===== src/rtl/mgt_01_freg_file_ctx_if.sv =====
// mgt_01_freg_file_ctx_if: read/write ports and save/restore streams of the FP register file.
interface mgt_01_freg_file_ctx_if #(
   parameter int DATA_WIDTH = 32,
   parameter int DEPTH      = 32,
   parameter int NUM_RD     = 3
);
   localparam int AW = $clog2(DEPTH);
   logic [NUM_RD*AW-1:0]         rd_addr;
   logic [NUM_RD*DATA_WIDTH-1:0] rd_data;
   logic                         we;
   logic [AW-1:0]                wr_addr;
   logic [DATA_WIDTH-1:0]        wr_data;
   logic                         save_req;
   logic                         restore_req;
   logic                         busy;
   logic                         done;
   logic                         sv_valid;
   logic                         sv_ready;
   logic [DATA_WIDTH-1:0]        sv_data;
   logic [AW-1:0]                sv_idx;
   logic                         rs_valid;
   logic                         rs_ready;
   logic [DATA_WIDTH-1:0]        rs_data;
   modport master (
      output rd_addr, we, wr_addr, wr_data, save_req, restore_req, sv_ready, rs_valid, rs_data,
      input  rd_data, busy, done, sv_valid, sv_data, sv_idx, rs_ready
   );
   modport slave (
      input  rd_addr, we, wr_addr, wr_data, save_req, restore_req, sv_ready, rs_valid, rs_data,
      output rd_data, busy, done, sv_valid, sv_data, sv_idx, rs_ready
   );
endinterface


===== src/rtl/mgt_01_freg_file_ctx.sv =====
// mgt_01_freg_file_ctx: FP register file with read bypass and a streaming context save/restore engine.
// One write port shared by architectural writes (IDLE) and restore beats (RESTORE).
module mgt_01_freg_file_ctx #(
   parameter int  DATA_WIDTH = 32,
   parameter int  DEPTH      = 32,
   parameter int  NUM_RD     = 3,
   parameter bit  BYPASS     = 1'b1,
   localparam int AW         = $clog2(DEPTH)
) (
   input  logic                  clk_i,
   input  logic                  rst_n_i,
   input  logic                  clk_en_i,
   mgt_01_freg_file_ctx_if.slave bus
);
   localparam logic [1:0]    S_IDLE    = 2'd0;
   localparam logic [1:0]    S_SAVE    = 2'd1;
   localparam logic [1:0]    S_RESTORE = 2'd2;
   localparam logic [AW:0]   DEPTH_C   = (AW+1)'(DEPTH);
   localparam logic [AW-1:0] LAST      = AW'(DEPTH-1);
   logic [1:0]            state_q, state_d;
   logic [AW-1:0]         idx_q, idx_d;
   logic                  done_q, done_d;
   logic [DATA_WIDTH-1:0] regs_q [DEPTH];
   logic                  arch_we, beat, wen;
   logic [AW-1:0]         widx;
   logic [DATA_WIDTH-1:0] wdat;
   function automatic logic in_range(input logic [AW-1:0] a);
      return {1'b0, a} < DEPTH_C;
   endfunction
   assign arch_we      = (state_q == S_IDLE) && bus.we && in_range(bus.wr_addr);
   assign bus.sv_valid = (state_q == S_SAVE) && clk_en_i;
   assign bus.rs_ready = (state_q == S_RESTORE) && clk_en_i;
   assign beat         = (bus.sv_valid && bus.sv_ready) || (bus.rs_ready && bus.rs_valid);
   assign bus.busy     = state_q != S_IDLE;
   assign bus.done     = done_q && clk_en_i;
   assign bus.sv_idx   = idx_q;
   assign bus.sv_data  = regs_q[idx_q];
   assign wen          = arch_we || (bus.rs_ready && bus.rs_valid);
   assign widx         = (state_q == S_IDLE) ? bus.wr_addr : idx_q;
   assign wdat         = (state_q == S_IDLE) ? bus.wr_data : bus.rs_data;
   // save wins over restore when both are raised; idx stays 0 while idle
   always_comb begin
      state_d = state_q;
      idx_d   = idx_q;
      done_d  = 1'b0;
      if (state_q == S_IDLE)
         state_d = bus.save_req ? S_SAVE : bus.restore_req ? S_RESTORE : S_IDLE;
      else if (beat) begin
         idx_d   = (idx_q == LAST) ? '0 : idx_q + 1'b1;
         state_d = (idx_q == LAST) ? S_IDLE : state_q;
         done_d  = idx_q == LAST;
      end
   end
   always_comb begin
      bus.rd_data = '0;
      for (int k = 0; k < NUM_RD; k++)
         bus.rd_data[k*DATA_WIDTH +: DATA_WIDTH] =
            (BYPASS && arch_we && clk_en_i && bus.rd_addr[k*AW +: AW] == bus.wr_addr) ? bus.wr_data :
            in_range(bus.rd_addr[k*AW +: AW]) ? regs_q[bus.rd_addr[k*AW +: AW]] : '0;
   end
   // a frozen cycle holds done_q, so the pulse lands on the next enabled cycle
   always_ff @(posedge clk_i or negedge rst_n_i) begin
      if (!rst_n_i) begin
         state_q <= S_IDLE;
         idx_q   <= '0;
         done_q  <= 1'b0;
         for (int i = 0; i < DEPTH; i++) regs_q[i] <= '0;
      end else if (clk_en_i) begin
         state_q <= state_d;
         idx_q   <= idx_d;
         done_q  <= done_d;
         if (wen) regs_q[widx] <= wdat;
      end
   end
endmodule


===== src/flat_wrapper.sv =====
// flat-port wrapper written by rule: the top's interface ports become plain ports
module mgt_01_freg_file_ctx_flat 
#(
   parameter int  DATA_WIDTH = 32,
   parameter int  DEPTH      = 32,
   parameter int  NUM_RD     = 3,
   parameter bit  BYPASS     = 1'b1,
   localparam int AW         = $clog2(DEPTH)
)
  (clk_i, rst_n_i, clk_en_i, bus_rd_addr, bus_we, bus_wr_addr, bus_wr_data, bus_save_req, bus_restore_req, bus_sv_ready, bus_rs_valid, bus_rs_data, bus_rd_data, bus_busy, bus_done, bus_sv_valid, bus_sv_data, bus_sv_idx, bus_rs_ready);
  mgt_01_freg_file_ctx_if #(.DATA_WIDTH(DATA_WIDTH), .DEPTH(DEPTH), .NUM_RD(NUM_RD)) bus_i ();
  input  logic clk_i;
  input  logic rst_n_i;
  input  logic clk_en_i;
  input wire logic [$bits(bus_i.rd_addr)-1:0] bus_rd_addr;
  input wire logic [$bits(bus_i.we)-1:0] bus_we;
  input wire logic [$bits(bus_i.wr_addr)-1:0] bus_wr_addr;
  input wire logic [$bits(bus_i.wr_data)-1:0] bus_wr_data;
  input wire logic [$bits(bus_i.save_req)-1:0] bus_save_req;
  input wire logic [$bits(bus_i.restore_req)-1:0] bus_restore_req;
  input wire logic [$bits(bus_i.sv_ready)-1:0] bus_sv_ready;
  input wire logic [$bits(bus_i.rs_valid)-1:0] bus_rs_valid;
  input wire logic [$bits(bus_i.rs_data)-1:0] bus_rs_data;
  output wire logic [$bits(bus_i.rd_data)-1:0] bus_rd_data;
  output wire logic [$bits(bus_i.busy)-1:0] bus_busy;
  output wire logic [$bits(bus_i.done)-1:0] bus_done;
  output wire logic [$bits(bus_i.sv_valid)-1:0] bus_sv_valid;
  output wire logic [$bits(bus_i.sv_data)-1:0] bus_sv_data;
  output wire logic [$bits(bus_i.sv_idx)-1:0] bus_sv_idx;
  output wire logic [$bits(bus_i.rs_ready)-1:0] bus_rs_ready;
  assign bus_i.rd_addr = bus_rd_addr;
  assign bus_i.we = bus_we;
  assign bus_i.wr_addr = bus_wr_addr;
  assign bus_i.wr_data = bus_wr_data;
  assign bus_i.save_req = bus_save_req;
  assign bus_i.restore_req = bus_restore_req;
  assign bus_i.sv_ready = bus_sv_ready;
  assign bus_i.rs_valid = bus_rs_valid;
  assign bus_i.rs_data = bus_rs_data;
  assign bus_rd_data = bus_i.rd_data;
  assign bus_busy = bus_i.busy;
  assign bus_done = bus_i.done;
  assign bus_sv_valid = bus_i.sv_valid;
  assign bus_sv_data = bus_i.sv_data;
  assign bus_sv_idx = bus_i.sv_idx;
  assign bus_rs_ready = bus_i.rs_ready;
  mgt_01_freg_file_ctx #(.DATA_WIDTH(DATA_WIDTH), .DEPTH(DEPTH), .NUM_RD(NUM_RD), .BYPASS(BYPASS)) u_core (.clk_i(clk_i), .rst_n_i(rst_n_i), .clk_en_i(clk_en_i), .bus(bus_i));
endmodule

===== config.mk =====
export PLATFORM = sky130hd
export DESIGN_NAME = mgt_01_freg_file_ctx_flat
export DESIGN_NICKNAME = d
export VERILOG_FILES = /design/src/rtl/mgt_01_freg_file_ctx_if.sv /design/src/rtl/mgt_01_freg_file_ctx.sv /design/src/flat_wrapper.sv
export SDC_FILE = /design/constraint.sdc
export NUM_CORES = 2
export LEC_CHECK = 0
export BUFFER_PORTS_ARGS = -buffer_cell sky130_fd_sc_hd__buf_2
export CORE_MARGIN = 1
export CORE_UTILIZATION = 35
export DETAILED_ROUTE_END_ITERATION = 6
export SLEW_MARGIN = 0
export SYNTH_ARGS = -nofsm -noshare
export SYNTH_HDL_FRONTEND = slang
export SYNTH_SLANG_ARGS = --single-unit

===== constraint.sdc =====
create_clock -name clk_i -period 7.5 [get_ports clk_i]
set_input_delay 1.5 -clock clk_i [delete_from_list [all_inputs] [get_ports clk_i]]
set_output_delay 1.5 -clock clk_i [all_outputs]
set_load 0.01 [all_outputs]

# Yosys cells after proc, flatten, opt, wreduce, memory -nomap -nowiden
# Cells that the tools add are included.
# totals
regBits	1032
latch_bits	0
ram_bits	0
mem_bits_ro	0
word_cells	102
memories	0
# classes
add_sub_neg	1
n_mul	0
div_mod_pow	0
n_lt_le_gt_ge	6
n_eq_ne	6
n_shift	0
mux	28
n_bitwise	6
reduce_logical	20
# ops
cell	n
1024-bit bitwise mux	1
32-bit binary-select mux with 5-bit select	4
32-bit 2-to-1 mux	13
32-bit demux with 5-bit select	1
6-bit greater-or-equal comparator (second input constant)	5
5-bit NOT with 6-bit output	5
5-bit equality test	3
1-bit logical AND	11
2-bit 2-to-1 mux	5
5-bit 2-to-1 mux	2
6-bit by 1-bit < comparator with 1-bit output (second input constant)	1
3-bit AND reduction	2
2-bit nonzero test	3
5-bit by 1-bit adder with 5-bit output (second input constant)	1
5-bit equality test (second input constant)	1
2-bit by 1-bit equality test with 1-bit output (second input constant)	1
2-bit equality test (second input constant)	1
2-bit zero test	1
1-bit logical OR	2
1-bit 2-to-1 mux	2
2-bit AND reduction	1
1-bit NOT	1

# Longest topological paths before layout
# depth
word_depth	8
mapped_depth	11

# Worst setup path before layout
# Ideal clock, no wire load.
# synth_path
path_type	input to output
from	in bus_rd_addr[0]
to	out bus_rd_data[29]
arrival_ps	3262
required_time_ps	6000
slack_ps	2738
path_stages	8
path_buffers	4
path_cell_list	clkbuf_2 > buf_2 > buf_4 > buf_2 > mux4_2 > mux2i_1 > a211oi_1 > a21o_1
# synth_via
elab_chain_len	5
# synth_rtl
element	line	text
start: declaration	flat_wrapper.sv:15	input wire logic [$bits(bus_i.rd_addr)-1:0] bus_rd_addr;
5-bit NOT with 6-bit output (not written as such)	mgt_01_freg_file_ctx.sv:59	in_range(bus.rd_addr[k*AW +: AW]) ? regs_q[bus.rd_addr[k*AW +: AW]] : '0;
32-bit binary-select mux with 5-bit select	mgt_01_freg_file_ctx.sv:59	
32-bit 2-to-1 mux (not written as such) (2 in series)	mgt_01_freg_file_ctx.sv:59	
32-bit 2-to-1 mux (*)	mgt_01_freg_file_ctx.sv:58	(BYPASS && arch_we && clk_en_i && bus.rd_addr[k*AW +: AW] == bus.wr_addr) ? bus.wr_data :
end: declaration	flat_wrapper.sv:24	output wire logic [$bits(bus_i.rd_data)-1:0] bus_rd_data;
# Every way passes the cells marked *; elsewhere a longest branch is shown, timed or not. The select of a mux whose other input is x is not followed.

# Worst setup path in the final report
# layout_path
from	in bus_rd_addr[2]
to	out bus_rd_data[18]
# The elaborated chain is that of the path after synthesis.

==> metrics.txt <==
clock sinks=between 1000 and 1500; GR Util All Layers=between 20% and 30%; via count=between 50000 and 60000; area of the multi-input gates=about 0.041 mm2; Synth cell types=between 60 and 70; antenna violations before repair=6; sequential area share after synthesis=37.1%; clk_lat worst skew=between 0.7 and 0.8 ns; starting density of the core=about a third; die area=0.201 mm2; worst slew pin tran=1.44 ns; clock root cell=clkbuf_16; drt total wl=275000 um; TritonCTS clock tree=built; fillcell total=around 18000; worst vdd ir=between 0.2 and 0.3 mV; cell area after synthesis=about 0.070 mm2; most frequent cell after synthesis=mux4_2; DRT iter0 DRCs=approximately 8400; worst hold margin=approximately 0.53 ns; Crit Path Category=primary input to output port; Max Freq=~0.15 GHz; Chip Width=448 um; RSZ-0062 raised after global routing=no; register area=about 0.026 mm2; worst hold start=u_core.done_q; WL per Instance=between 30 and 40 um; Syn Nets=around 6000; Syn Inst Count=between 5000 and 6000; ys async rst share=100%; DP HPWL=about 160000 um; io pins=roughly 230; Yosys top cell area share=37.1%; Critical Path RT=about 6.0 ns; failing checks=DRC; post-route minimum period=6.59 ns; CP Capture Type=output port; Clock Path Buffers=3; IO Port Bufs=about 230; Syn Area/Cell=approximately 12 um2; H-tree Lvls=3; Post-CTS Hold Buffers=0; RD Place Congestion=roughly 0.91; Core Area=between 0.15 and 0.2 mm2; Final #Nets=5702; leading area contributor after synthesis=dfrtp_1; Tightest Hold Check Type=register to register; placed insts=just over 8000; P_leak=between 0.03 and 0.04 uW; Worst setup startpoint=bus_rd_addr[2]; clock slew at reported path FFs=~0.06 ns; Setup Skew=0.0339 ns; P per Cell Area=291 mW/mm2; worst-path fanout max=42; first-pass GRT wire length=396000 um; fin. max-slew vios=0; Num CTS Buffers=~120; slew margin rel.=around 3.3%; Hold Vio Cnt, Final=0; average via count per standard cell=6.67; grt total ovfl=0; ranking of synthesized cells by area=dfrtp_1 (37%), mux4_2 (35%), a21oi_1 (4.4%), o21ai_0 (3.2%), mux2i_1 (3.2%); vias in the first global route=approximately 54000; final non-filler cell total=around 8300; # setup viols final=0; Remaining DRCs=1; setup bufs post-CTS=0; TritonRoute pass-1 iters=7; Final Cycle Share=between 80% and 90%; EDFF count, synth=0; post-cts resize count=0; synth cell count leaders=mux4_2 (1090), dfrtp_1 (1032), a21oi_1 (608); Layout Area Growth over Synthesis=11.0%; YS warnings=0; largest net degree at the start of global routing=185; Crit path arrival time=~5.1 ns; final setup TNS=0 ns; layout cells sized above 1=32.3%; Primary FF master, synth=dfrtp_1; Synth Register Bits=1032; outcome=complete, but fails checks; remaining antenna violation count=0; std cell rows=approximately 160; worst reg2reg startpoint=u_core.state_q[1]; Die H=about 450 um; Max Cap Viol=0; startpoint types=primary input; Pwr Total=22500 uW
==> state kept, by name, indices dropped and copies added (netlist names) <==
signal,count
u_core.regs_q,1024
u_core.state_q,2
u_core.bus.sv_idx,5
u_core.done_q,1
==> critical path, cell delays in order <==
cell	delay [ns]
buf_8	0.33
or3b_2	1.10
o22ai_1	0.30
a211o_1	0.34
a211oi_1	0.81
buf_4	0.26
a21o_1	0.11
buf_2	0.14
==> layer usage <==
metal	routed length (um)	GRT usage, %	share of wire (%)
met1	98000	35.0	36
met5	30	0.120	0.011
met4	20100	17.7	7.3
met2	124000	40.8	45
met3	33000	6.97	12
==> where the power goes <==
group          switching (uW)  leakage (uW)  internal [uW]
Clock                    2550       0.00192           3540
Combinational            4070        0.0154           4160
Sequential               1570        0.0139           6630
Total                    8190        0.0313          14300
==> final cells by class <==
| cell class | count | area share, % |
|---|---|---|
| multi-input combinational | 4024 | 53.2 |
| sequential | 1032 | 33.4 |
| tap | 2640 | 4.27 |
| clock buffer | 154 | 4.19 |
| timing repair buffer | 430 | 3.98 |
| clock inverter | 54 | 0.964 |
| inverter | 5 | 0.0275 |
| antenna | 2 | 0.00647 |
==> metrics by stage <==
step	worst slack, ns	area [um2]	util, %
after CTS	1.12	77400	39.1
after global routing	1.04	77400	39.1
after detailed placement	1.13	73400	37.1
after floorplan	2.74	69700	-
after global placement	1.20	73400	37.1
final	0.909	77400	39.1
==> cells in the final DEF (no fill, tap or decap), types with 21 or more instances in the layout <==
cell          n
mux2i_1     192
buf_12       26
dfrtp_1    1027
clkbuf_1     21
nor2_1      582
a21o_1       63
o22ai_1     188
a211o_1      62
nand2_1     462
a211oi_1     92
o21ai_0     449
mux4_2     1090
clkbuf_16   118
mux2_2       36
buf_4       176
mux2i_2      32
buf_2       218
a21oi_1     608
a22o_1       32
==> path summary, 6_finish.rpt <==
path	endpoint	slack (ns)	cells past startpoint
max in group asynchronous	u_core.regs_q[407]	5.13	3
max	bus_rd_data[18]	0.91	8
min	u_core.done_q	0.53	2
min reg2reg	u_core.done_q	0.53	2
max reg2reg	u_core.regs_q[333]	2.99	8
min in group asynchronous	u_core.regs_q[352]	0.72	1
==> logic make-up after synthesis <==
group                      share of synthesized area [%]
AOI/OAI and AO/OA                                   12.6
buffers and inverters                               4.44
DFF                                                 37.1
adders and majority gates                         0.0359
and+or+nand+nor                                     6.58
muxes                                               39.1
xor gates and xnor gates                           0.189
(Power assumes the default switching activity.)
